## config.mk

```make
export PLATFORM = sky130hd
export DESIGN_NAME = axi4_lite_read_arbiter
export DESIGN_NICKNAME = d
export VERILOG_FILES = /design/src/rtl/axi4_lite_read_arbiter.sv
export SDC_FILE = /design/constraint.sdc
export NUM_CORES = 1
export LEC_CHECK = 0
export BUFFER_PORTS_ARGS = -buffer_cell sky130_fd_sc_hd__buf_2
export CAP_MARGIN = 25
export CORE_AREA = 2 2 86 88
export CTS_BUF_LIST = sky130_fd_sc_hd__clkbuf_8 sky130_fd_sc_hd__clkbuf_16
export DETAILED_ROUTE_END_ITERATION = 10
export DIE_AREA = 0 0 88 90
export GPL_ROUTABILITY_DRIVEN = 0
export RECOVER_POWER = 50
export SYNTH_ARGS = -nofsm -noshare
export SYNTH_HDL_FRONTEND = slang
export SYNTH_SLANG_ARGS = --single-unit
```

## constraint.sdc

```tcl
create_clock -name aclk -period 2.12 [get_ports aclk]
set_clock_uncertainty 0.15 [all_clocks]
set_input_delay 0.212 -clock aclk [delete_from_list [all_inputs] [get_ports aclk]]
set_output_delay 0.212 -clock aclk [all_outputs]
set_load 0.05 [all_outputs]
```

## src/rtl/axi4_lite_read_arbiter.sv

```systemverilog
// Two-master round-robin arbiter for the AXI4-Lite read path (AR + R) of a single slave.
// One read outstanding at a time: the grant is held from address acceptance until the R handshake.
module axi4_lite_read_arbiter #(
  parameter int ADDR_WIDTH = 32,
  parameter int DATA_WIDTH = 32
) (
  input  logic                  aclk,
  input  logic                  aresetn,
  input  logic [ADDR_WIDTH-1:0] araddr_m1,
  input  logic [2:0]            arprot_m1,
  input  logic                  arvalid_m1,
  output logic                  arready_m1,
  output logic [DATA_WIDTH-1:0] rdata_m1,
  output logic [1:0]            rresp_m1,
  output logic                  rvalid_m1,
  input  logic                  rready_m1,
  input  logic [ADDR_WIDTH-1:0] araddr_m2,
  input  logic [2:0]            arprot_m2,
  input  logic                  arvalid_m2,
  output logic                  arready_m2,
  output logic [DATA_WIDTH-1:0] rdata_m2,
  output logic [1:0]            rresp_m2,
  output logic                  rvalid_m2,
  input  logic                  rready_m2,
  output logic [ADDR_WIDTH-1:0] araddr_s,
  output logic [2:0]            arprot_s,
  output logic                  arvalid_s,
  input  logic                  arready_s,
  input  logic [DATA_WIDTH-1:0] rdata_s,
  input  logic [1:0]            rresp_s,
  input  logic                  rvalid_s,
  output logic                  rready_s,
  output logic [1:0]            grant
);

  typedef enum logic [1:0] {
    S_IDLE = 2'd0,
    S_ADDR = 2'd1,
    S_DATA = 2'd2
  } state_e;

  localparam logic [1:0] GNT_NONE = 2'b00;
  localparam logic [1:0] GNT_M1   = 2'b01;
  localparam logic [1:0] GNT_M2   = 2'b10;

  state_e     state_q, state_d;
  logic [1:0] grant_q, grant_d;
  logic [1:0] last_q, last_d;

  // State, grant and round-robin history registers
  always_ff @(posedge aclk or negedge aresetn) begin
    if (!aresetn) begin
      state_q <= S_IDLE;
      grant_q <= GNT_NONE;
      last_q  <= GNT_M2;
    end else begin
      state_q <= state_d;
      grant_q <= grant_d;
      last_q  <= last_d;
    end
  end

  // Next-state: arbitrate in IDLE, hold the grant through ADDR and DATA
  always_comb begin
    state_d = state_q;
    grant_d = grant_q;
    last_d  = last_q;
    case (state_q)
      S_IDLE: begin
        if (arvalid_m1 && arvalid_m2) begin
          grant_d = (last_q == GNT_M1) ? GNT_M2 : GNT_M1;
          state_d = S_ADDR;
        end else if (arvalid_m1) begin
          grant_d = GNT_M1;
          state_d = S_ADDR;
        end else if (arvalid_m2) begin
          grant_d = GNT_M2;
          state_d = S_ADDR;
        end else begin
          state_d = S_IDLE;
        end
      end
      S_ADDR: begin
        if (arvalid_s && arready_s) begin
          state_d = S_DATA;
        end else begin
          state_d = S_ADDR;
        end
      end
      S_DATA: begin
        if (rvalid_s && rready_s) begin
          state_d = S_IDLE;
          last_d  = grant_q;
          grant_d = GNT_NONE;
        end else begin
          state_d = S_DATA;
        end
      end
      default: begin
        state_d = S_IDLE;
        grant_d = GNT_NONE;
      end
    endcase
  end

  // Output muxes: only the granted master sees traffic, everything else is driven to zero
  always_comb begin
    araddr_s   = '0;
    arprot_s   = 3'b000;
    arvalid_s  = 1'b0;
    rready_s   = 1'b0;
    arready_m1 = 1'b0;
    rdata_m1   = '0;
    rresp_m1   = 2'b00;
    rvalid_m1  = 1'b0;
    arready_m2 = 1'b0;
    rdata_m2   = '0;
    rresp_m2   = 2'b00;
    rvalid_m2  = 1'b0;
    case (state_q)
      S_ADDR: begin
        if (grant_q[0]) begin
          araddr_s   = araddr_m1;
          arprot_s   = arprot_m1;
          arvalid_s  = arvalid_m1;
          arready_m1 = arready_s;
        end else if (grant_q[1]) begin
          araddr_s   = araddr_m2;
          arprot_s   = arprot_m2;
          arvalid_s  = arvalid_m2;
          arready_m2 = arready_s;
        end else begin
          arvalid_s = 1'b0;
        end
      end
      S_DATA: begin
        if (grant_q[0]) begin
          rdata_m1  = rdata_s;
          rresp_m1  = rresp_s;
          rvalid_m1 = rvalid_s;
          rready_s  = rready_m1;
        end else if (grant_q[1]) begin
          rdata_m2  = rdata_s;
          rresp_m2  = rresp_s;
          rvalid_m2 = rvalid_s;
          rready_s  = rready_m2;
        end else begin
          rready_s = 1'b0;
        end
      end
      default: begin
        rready_s = 1'b0;
      end
    endcase
  end

  assign grant = grant_q;

endmodule
```

==> flow_summary.json, run 1 <==
{
  "max-cap-violations": 0,
  "dp_hpwl_um": 5310,
  "status": "complete, no violations",
  "areaGrowthSynthToFinish_pct": 115,
  "leakage_nw": 1.83,
  "fmaxAchievable_ghz": 0.505,
  "cp_max_fo": 32,
  "ir_drop_mv": 0.438,
  "drt_iter0_drc": 87,
  "ant_nets": 0,
  "tightest_slew_ps": 725,
  "cp-start-kind": "flop",
  "clock_path_buffers": 2,
  "dieArea_sq_mm": 0.00792,
  "hold_viol": 0,
  "grt_pass1_vias": 2182,
  "maxSlewViolCount": 0,
  "cp.arrival_ps": 1620,
  "final_common_cell": "buf_2",
  "fin_crit_sh": 0.933,
  "tritoncts": "built",
  "crit_slowest_cell": "dfrtp_2",
  "vias": 2337,
  "critPathRequiredTime_ps": 1760,
  "fp.dieH_um": 90,
  "hold_slack_ps": 68.8,
  "ios": 223,
  "syn_area_per_cell_sq_um": 6.52,
  "synth_nets": 318,
  "rsz0062_at_grt": "no",
  "layout.cells.non_filler": 514,
  "antenna_found_initial": 0,
  "clock-root-buffer": "clkbuf_8",
  "vias_per_cell": 4.55,
  "p_per_area_mw_per_mm2": 1170,
  "htree_levels": 1,
  "firstDrtPassIters": 4,
  "die_w_um": 88,
  "syn-cell-area_sq_mm": 0.00134,
  "finalSetupTns_ps": 0,
  "criticalPathCategory": "flop to primary output",
  "syn_inst": 206,
  "fin_crit_ps": 1980,
  "hp-class": "primary input to flop",
  "wl_per_cell_um": 13.1,
  "yosysWarnings": 0,
  "layout_common_cells": "buf_2, and3_1, clkbuf_2, a22oi_1, nor2_4",
  "setup_violations": 0,
  "yosysSeqAreaShare": 0.113,
  "numCtsBuffers": 3,
  "drive_above_1_share": 0.665,
  "wirelength_met1_um": 2650,
  "top_layer": "met4",
  "overflow": 0,
  "max_slew_margin": 0.514,
  "clock_sinks": 6,
  "coreArea_sq_mm": 0.00702,
  "grt_max_degree": 72,
  "rows": 31,
  "cp-end-kind": "primary output",
  "dp_cells": 509,
  "initial_core_util": 0.191,
  "grtUsageTotal": 0.151,
  "totalWireLength_um": 6710,
  "post_cts_buffers": 0,
  "drc": 0,
  "wl_met2_um": 3380,
  "clk_pin_slew_ps": 40,
  "diodes": 0,
  "worstSkewPairLatency_ps": 220,
  "ys_ff_latch": 6,
  "port_buffers": 222,
  "slowest_delay_ps": 450,
  "wl_met3_um": 667,
  "yosysUniqueCellTypes": 24,
  "crit_path_cell_trace": "buf_4, nand3b_1, a21oi_2, buf_2",
  "grt_pass1_wl_um": 10100,
  "nets": 528
}
## worst max-delay path, delay by kind of cell, from the launching register on
kind	cells	cell delay (ps)
buffers and inverters	2	550
AND/OR/NAND/NOR	1	210
flip-flops	1	450
AO/OA/AOI/OAI	1	180
## layout make-up
class / instances / area, sq um
Tap cell: 99 / 124
Multi-Input combinational cell: 170 / 1300
Sequential cell: 6 / 153
Fill cell: 735 / 4130
Timing Repair Buffer: 233 / 1260
Inverter: 2 / 7.51
Clock buffer: 3 / 41.3
Clock inverter: 1 / 3.75
## where the power goes
| group | leakage [nW] | switching [mW] | internal [mW] |
|---|---|---|---|
| clock | 0.0269 | 0.0513 | 0.125 |
| sequential | 0.0720 | 0.0486 | 0.159 |
| combinational | 1.73 | 2.17 | 0.833 |
## layer usage
layer / GRT usage / vias to the layer above
li1: - / 1180
met1: 0.175 / 1022
met2: 0.294 / 133
met3: 0.0184 / 2
met4: 0.0192 / 0
met5: 0 / -
## state kept, by name, indices dropped and copies added, names as in the netlist
name     flops
state_q      2
grant        2
last_q       2
## through the flow
step	area, sq um	worst slack [ps]	util	power (mW)
after floorplan	1580	-126	-	2.51
after global placement	2850	347	0.405	3.20
after CTS	2900	71.0	0.413	3.42
final	2890	141	0.411	3.39
after global routing	2890	37.2	0.411	3.58
after detailed placement	2850	314	0.405	3.24
## cells in the mapped netlist
cell | count | area share
a22oi_1 | 35 | 0.20
dfrtp_1 | 5 | 0.093
a2111o_1 | 1 | 0.0084
buf_2 | 13 | 0.048
a211oi_4 | 1 | 0.015
and3_1 | 71 | 0.33
inv_1 | 2 | 0.0056
nor2_1 | 37 | 0.10
o21bai_1 | 1 | 0.0056
clkbuf_2 | 5 | 0.019
nand3b_1 | 3 | 0.017
o2bb2ai_1 | 1 | 0.0065
a21oi_1 | 2 | 0.0075
nor2b_1 | 4 | 0.019
nand2_1 | 4 | 0.011
dfstp_2 | 1 | 0.020
mux2_2 | 2 | 0.017
nand2b_1 | 2 | 0.0093
nor3_1 | 1 | 0.0037
nand3b_4 | 1 | 0.015
buf_1 | 2 | 0.0056
clkbuf_1 | 8 | 0.022
o211ai_1 | 3 | 0.017
a211oi_1 | 1 | 0.0056
## logic make-up after synthesis
kind of cell,synth area share
buffers and inverters,0.101
and+or+nand+nor,0.509
muxes,0.0168
DFF,0.113
AOI/OAI and AO/OA,0.261
## worst paths after layout
path	start	end	slack, ps	cells past startpoint
worst max-delay path	grant[0]$_DFFE_PN0P_	arvalid_s	140	4
max in group asynchronous	aresetn	last_q[1]$_DFFE_PN1P_	1260	2
worst max register to register	state_q[0]$_DFF_PN0_	last_q[0]$_DFFE_PN0P_	150	3
min in group asynchronous	aresetn	last_q[0]$_DFFE_PN0P_	260	2
worst min-delay path	arready_s	state_q[0]$_DFF_PN0_	70	2
worst min register to register	last_q[0]$_DFFE_PN0P_	last_q[0]$_DFFE_PN0P_	360	1
## timing repair
item	CTS	global route
endpoints found under the hold margin	6	0
hold buffers	1	0
resized for setup	0	1
setup endpoints to repair	0	1
Power figures use the tool's default switching activity.
==> run 2, diff against run 1 <==
--- a/config.mk
+++ b/config.mk
@@ -12,7 +12,6 @@
 export DETAILED_ROUTE_END_ITERATION = 10
 export DIE_AREA = 0 0 88 90
 export GPL_ROUTABILITY_DRIVEN = 0
-export RECOVER_POWER = 50
 export SYNTH_ARGS = -nofsm -noshare
 export SYNTH_HDL_FRONTEND = slang
 export SYNTH_SLANG_ARGS = --single-unit
==> run 2 against run 1 <==
- combinational power about the same
- die area unchanged
- via count increased by 0.56%
- non-clock buffer count unchanged
- sequential power about the same
- sequential cell count unchanged
- largest cell class unchanged
==> flow_summary.json, run 2 (same netlist as run 1, synthesis figures left out) <==
{
  "clockPowerShare": 0.052,
  "crit_path_cell_trace": "buf_4, nand3b_1, a21oi_2, buf_2",
  "grt_pass1_wl_um": 10100,
  "hold_viol": 0,
  "coreArea_sq_mm": 0.00702,
  "seq_area_sq_um": 153,
  "p_per_area_mw_per_mm2": 1170,
  "rows": 31,
  "crit_slowest_cell": "dfrtp_2",
  "fmaxAchievable_ghz": 0.504,
  "cp-end-kind": "primary output",
  "clock_path_buffers": 2,
  "die_w_um": 88,
  "critPathRequiredTime_ps": 1760,
  "antenna_found_initial": 0,
  "drc": 0,
  "fin_crit_sh": 0.937,
  "hp-class": "primary input to flop",
  "firstDrtPassIters": 4,
  "max-cap-violations": 0,
  "drt_iter0_drc": 110,
  "criticalPathCategory": "flop to primary output",
  "grt_max_degree": 72,
  "swShare": 0.669,
  "clock_sinks": 6,
  "fin_crit_ps": 1990,
  "p_switching_mw": 2.27,
  "htree_levels": 1,
  "cp_max_fo": 32,
  "dieArea_sq_mm": 0.00792,
  "ant_nets": 0,
  "p_comb_frac": 0.887,
  "ir_drop_mv": 0.439,
  "initial_core_util": 0.191,
  "leakage_nw": 1.88,
  "nets": 528,
  "cp.arrival_ps": 1620,
  "r2r-start": "state_q[0]$_DFF_PN0_",
  "clock-root-buffer": "clkbuf_8",
  "cp-start-kind": "flop",
  "maxSlewViolCount": 0,
  "cp-startpoint": "grant[0]$_DFFE_PN0P_",
  "layout_setup_ws_ps": 134,
  "rsz0062_at_grt": "no",
  "fp.dieH_um": 90,
  "n_fill_cell": 732,
  "tightest_slew_ps": 345,
  "hold_slack_ps": 69.2,
  "vias": 2350,
  "max_slew_margin": 0.770,
  "post-place-ws_ps": 314,
  "reg2reg_to": "last_q[0]$_DFFE_PN0P_",
  "slowest_delay_ps": 460,
  "vias_per_cell": 4.57,
  "grtUsageTotal": 0.151,
  "endpoint": "arvalid_s",
  "multi_input_area_sq_mm": 0.00131,
  "diodes": 0,
  "rrSetupSlack_ps": 450,
  "clk_pin_slew_ps": 40,
  "dp_cells": 509,
  "final_common_cell": "buf_2",
  "drive_above_1_share": 0.675,
  "tritoncts": "built",
  "totalWireLength_um": 6690,
  "layout.cells.non_filler": 514,
  "numCtsBuffers": 3,
  "grt_pass1_vias": 2182,
  "p_int_mw": 1.12,
  "layout_common_cells": "buf_2, and3_1, a22oi_1, nor2_4, nor2_2",
  "seq_power_share": 0.062,
  "worstSkewPairLatency_ps": 220,
  "wl_per_cell_um": 13.0,
  "port_buffers": 222,
  "reg2reg_depth": 3,
  "dp_hpwl_um": 5310,
  "setup_violations": 0,
  "ios": 223,
  "min_path_cells": 2,
  "areaGrowthSynthToFinish_pct": 116,
  "overflow": 0,
  "status": "complete, no violations"
}
[run 2: per-layer routing]
layer,global-route usage,part of all wire
met5,0,0
met4,0.0192,0.0018
met3,0.0184,0.091
met2,0.294,0.51
met1,0.175,0.40
[run 2: area by class of cell]
type | instances | area share
clock buffers | 3 | 0.0142
clock inverters | 1 | 0.00129
inverters | 2 | 0.00259
multi-input cells | 170 | 0.451
flip-flops and latches | 6 | 0.0526
well taps | 99 | 0.0427
repair buffers | 233 | 0.436
[run 2: worst min path at each step]
stage | start | endpoint | slack, ps
after floorplan | aresetn | grant[0]$_DFFE_PN0P_ | -230
after global placement | aresetn | state_q[0]$_DFF_PN0_ | -110
after detailed placement | aresetn | state_q[0]$_DFF_PN0_ | -100
after CTS | arready_s | state_q[0]$_DFF_PN0_ | 60
after global routing | arready_s | state_q[0]$_DFF_PN0_ | 100
final | arready_s | state_q[0]$_DFF_PN0_ | 70
[run 2: per-stage QoR]
stage	cell area [sq um]	total power [mW]	utilization	TNS (ps)
6_report	2900	3.39	0.414	0
5_1_grt	2900	3.59	0.414	0
4_1_cts	2900	3.42	0.413	0
3_5_place_dp	2850	3.24	0.405	0
3_3_place_gp	2850	3.20	0.405	0
2_1_floorplan	1580	2.51	-	-263
[run 2: worst max-delay path: cells and delay by family (launching register included)]
family	cells	cell delay [ps]
AOI/OAI and AO/OA	1	180
buffers and inverters	2	550
DFF	1	460
and+or+nand+nor	1	210
[run 2: power groups by stage]
stage                     Sequential [mW]  Clock (mW)  Combinational [mW]
after detailed placement            0.209           0                3.03
after CTS                           0.208       0.181                3.03
final                               0.209       0.176                3.01
after global placement              0.206           0                3.00
after floorplan                     0.253           0                2.25
after global routing                0.214       0.183                3.19
[run 2: repair_timing]
action,4_1_cts,5_1_grt
endpoints found under the setup margin,0,1
resized for setup,0,1
buffers inserted,0,0
hold endpoints to repair,6,0
hold buffers,1,0
==> run 3, diff against run 2 <==
--- a/config.mk
+++ b/config.mk
@@ -5,12 +5,14 @@
 export SDC_FILE = /design/constraint.sdc
 export NUM_CORES = 1
 export LEC_CHECK = 0
+export ABC_AREA = 1
 export BUFFER_PORTS_ARGS = -buffer_cell sky130_fd_sc_hd__buf_2
 export CAP_MARGIN = 25
-export CORE_AREA = 2 2 86 88
-export CTS_BUF_LIST = sky130_fd_sc_hd__clkbuf_8 sky130_fd_sc_hd__clkbuf_16
+export CORE_AREA = 2 2 88 90
+export CTS_BUF_LIST = sky130_fd_sc_hd__clkbuf_4
+export CTS_CLUSTER_DIAMETER = 200
 export DETAILED_ROUTE_END_ITERATION = 10
-export DIE_AREA = 0 0 88 90
+export DIE_AREA = 0 0 90 92
 export GPL_ROUTABILITY_DRIVEN = 0
 export SYNTH_ARGS = -nofsm -noshare
 export SYNTH_HDL_FRONTEND = slang
==> run 3 against run 2 <==
- critical path depth up 1
- sequential power about the same
- register-to-register slack better by 120 ps
- fmax down 2.2%
- sequential share of layout area down 0.63 points
- clock-buffer cell count up 1
- largest power group unchanged
- via count up 10%
- cell area up 15%
- hold slack better by 27 ps
- critical endpoint is now rvalid_m2
==> flow_summary.json, run 3 <==
{
  "max_slew_margin": 0.742,
  "leakage_nw": 1.93,
  "final_core_util": 0.447,
  "critPathRequiredTime_ps": 1760,
  "antenna_found_initial": 0,
  "synth_top_area_cell": "nand2_1",
  "setup_violations": 0,
  "grt_pass1_vias": 2449,
  "vias": 2589,
  "htree_levels": 1,
  "syn_area_per_cell_sq_um": 4.81,
  "drc": 0,
  "power_mw": 3.08,
  "clk_pin_slew_ps": 50,
  "areaGrowthSynthToFinish_pct": 146,
  "port_buffers": 222,
  "grt-busiest-layer": "met2",
  "yosysTopAreaCellShare": 0.241,
  "nets": 616,
  "layout.cells.non_filler": 605,
  "ant_nets": 0,
  "final_common_cell": "buf_2",
  "grt_pass1_wl_um": 11300,
  "dp_hpwl_um": 5810,
  "fin_crit_ps": 2030,
  "synth_compound_area_frac": 0.155,
  "cp-start-kind": "flop",
  "post_cts_buffers": 0,
  "die_w_um": 90,
  "ios": 223,
  "yosysWarnings": 0,
  "ys_async_sr_fraction": 1.00,
  "dieArea_sq_mm": 0.00828,
  "grtUsageMet2": 0.316,
  "drt_iter0_drc": 46,
  "post-place-ws_ps": 229,
  "clock_path_buffers": 2,
  "place_area_sq_mm": 0.00315,
  "cp-end-kind": "primary output",
  "hold_viol": 0,
  "layout_common_cells": "buf_2, nand2_1, inv_1, a21oi_2, clkbuf_4",
  "synth_top_family_by_area": "simple AND/OR/NAND/NOR gates",
  "maxSlewViolCount": 0,
  "initial_core_util": 0.182,
  "yosys.area_share.simple": 0.522,
  "max-cap-violations": 0,
  "cp.arrival_ps": 1670,
  "yosysMostFrequentCell": "nand2_1",
  "synth-xor-area-share": 0,
  "overflow": 0,
  "synth_ff_type": "dfrtp_1",
  "coreArea_sq_mm": 0.00745,
  "worstSkewPairLatency_ps": 250,
  "yosysSeqAreaShare": 0.112,
  "min_path_cells": 3,
  "synthTopCellsByArea": "nand2_1, a21oi_1, nor3_1",
  "synth_edf_count": 0,
  "synth_nets": 394,
  "synth_mux_area_frac": 0,
  "layout_setup_ws_ps": 88.9,
  "rows": 32,
  "firstDrtPassIters": 4,
  "yosysUniqueCellTypes": 18,
  "hold_slack_ps": 96.0,
  "met1_usage": 0.187,
  "finalSetupTns_ps": 0,
  "tightest_slew_ps": 387,
  "fp.dieH_um": 92,
  "slowest_delay_ps": 480,
  "criticalPathCategory": "flop to primary output",
  "grt.met3_usage": 0.0214,
  "clock_sinks": 6,
  "ys_ff_latch": 6,
  "numCtsBuffers": 3,
  "vias_per_cell": 4.28,
  "fmaxAchievable_ghz": 0.492,
  "syn-cell-area_sq_mm": 0.00136,
  "tritoncts": "built",
  "p_per_area_mw_per_mm2": 924,
  "crit_path_cell_trace": "nor2_4, inv_2, buf_4, nor3_1, buf_2",
  "grt_max_degree": 39,
  "drive_above_1_share": 0.692,
  "wl_per_cell_um": 11.5,
  "totalWireLength_um": 6960,
  "dp_cells": 600,
  "diodes": 0,
  "synth_common_cells": "nand2_1, inv_1, a21oi_1, nor2_1, nor3_1",
  "syn_inst": 282,
  "crit_slowest_cell": "dfrtp_2",
  "fin_crit_sh": 0.958,
  "reg2reg_depth": 7,
  "synth_fa_ha_area_frac": 0,
  "hp-class": "primary input to flop",
  "cp_max_fo": 10,
  "fin_area_sq_mm": 0.00333,
  "ir_drop_mv": 0.873,
  "grtUsageTotal": 0.161,
  "clock-root-buffer": "clkbuf_4",
  "status": "complete, no violations"
}
-- run 3: area by class of cell --
class | count | area, sq um
timing repair buffer | 238 | 1380
inverter | 43 | 161
clock buffer | 4 | 30.0
tap | 102 | 128
multi-input combinational | 212 | 1480
fill | 782 | 4120
sequential | 6 | 154
-- run 3: where the power goes --
part	leakage [nW]	internal (mW)	switching, mW	total (mW)
Combinational	1.84	0.666	2.07	2.74
Sequential	0.0715	0.162	0.0483	0.210
Clock	0.0184	0.0842	0.0437	0.128
Total	1.93	0.912	2.16	3.08
-- run 3: cell families (layout without fill, tap and decap cells) --
kind of cell / after synthesis / after routing
buffers and inverters: 64 / 285
AO/OA/AOI/OAI: 42 / 42
flip-flops: 6 / 6
AND/OR/NAND/NOR: 170 / 170
-- run 3: path summary, 6_finish.rpt --
| check | startpoint | end | slack [ps] |
|---|---|---|---|
| max in group asynchronous | aresetn | last_q[1]$_DFFE_PN1P_ | 1430 |
| worst max-delay path | grant[0]$_DFFE_PN0P_ | rvalid_m2 | 90 |
| min in group asynchronous | aresetn | state_q[0]$_DFF_PN0_ | 160 |
| worst max register to register | grant[0]$_DFFE_PN0P_ | state_q[0]$_DFF_PN0_ | 570 |
| worst min register to register | last_q[0]$_DFFE_PN0P_ | last_q[0]$_DFFE_PN0P_ | 340 |
| worst min-delay path | arready_s | state_q[1]$_DFF_PN0_ | 100 |
-- run 3: what timing repair did --
| action | in CTS | in global routing |
|---|---|---|
| gates resized for setup | 10 | 46 |
| hold buffers | 1 | 0 |
| endpoints found under the setup margin | 38 | 99 |
| hold endpoints to repair | 6 | 0 |
| pin swaps | 0 | 0 |
-- run 3: worst max-delay path, delay by kind of cell, from the launching register on --
| family | cells | cell delay [ps] |
|---|---|---|
| flops | 1 | 480 |
| simple gates | 2 | 300 |
| buf+inv | 3 | 640 |
-- run 3: metal layers --
layer	wire length (um)	vias up	share of wire
met4	48	0	0.0069
met5	0	-	0
li1	-	1318	-
met2	3740	139	0.54
met3	505	5	0.073
met1	2670	1127	0.38
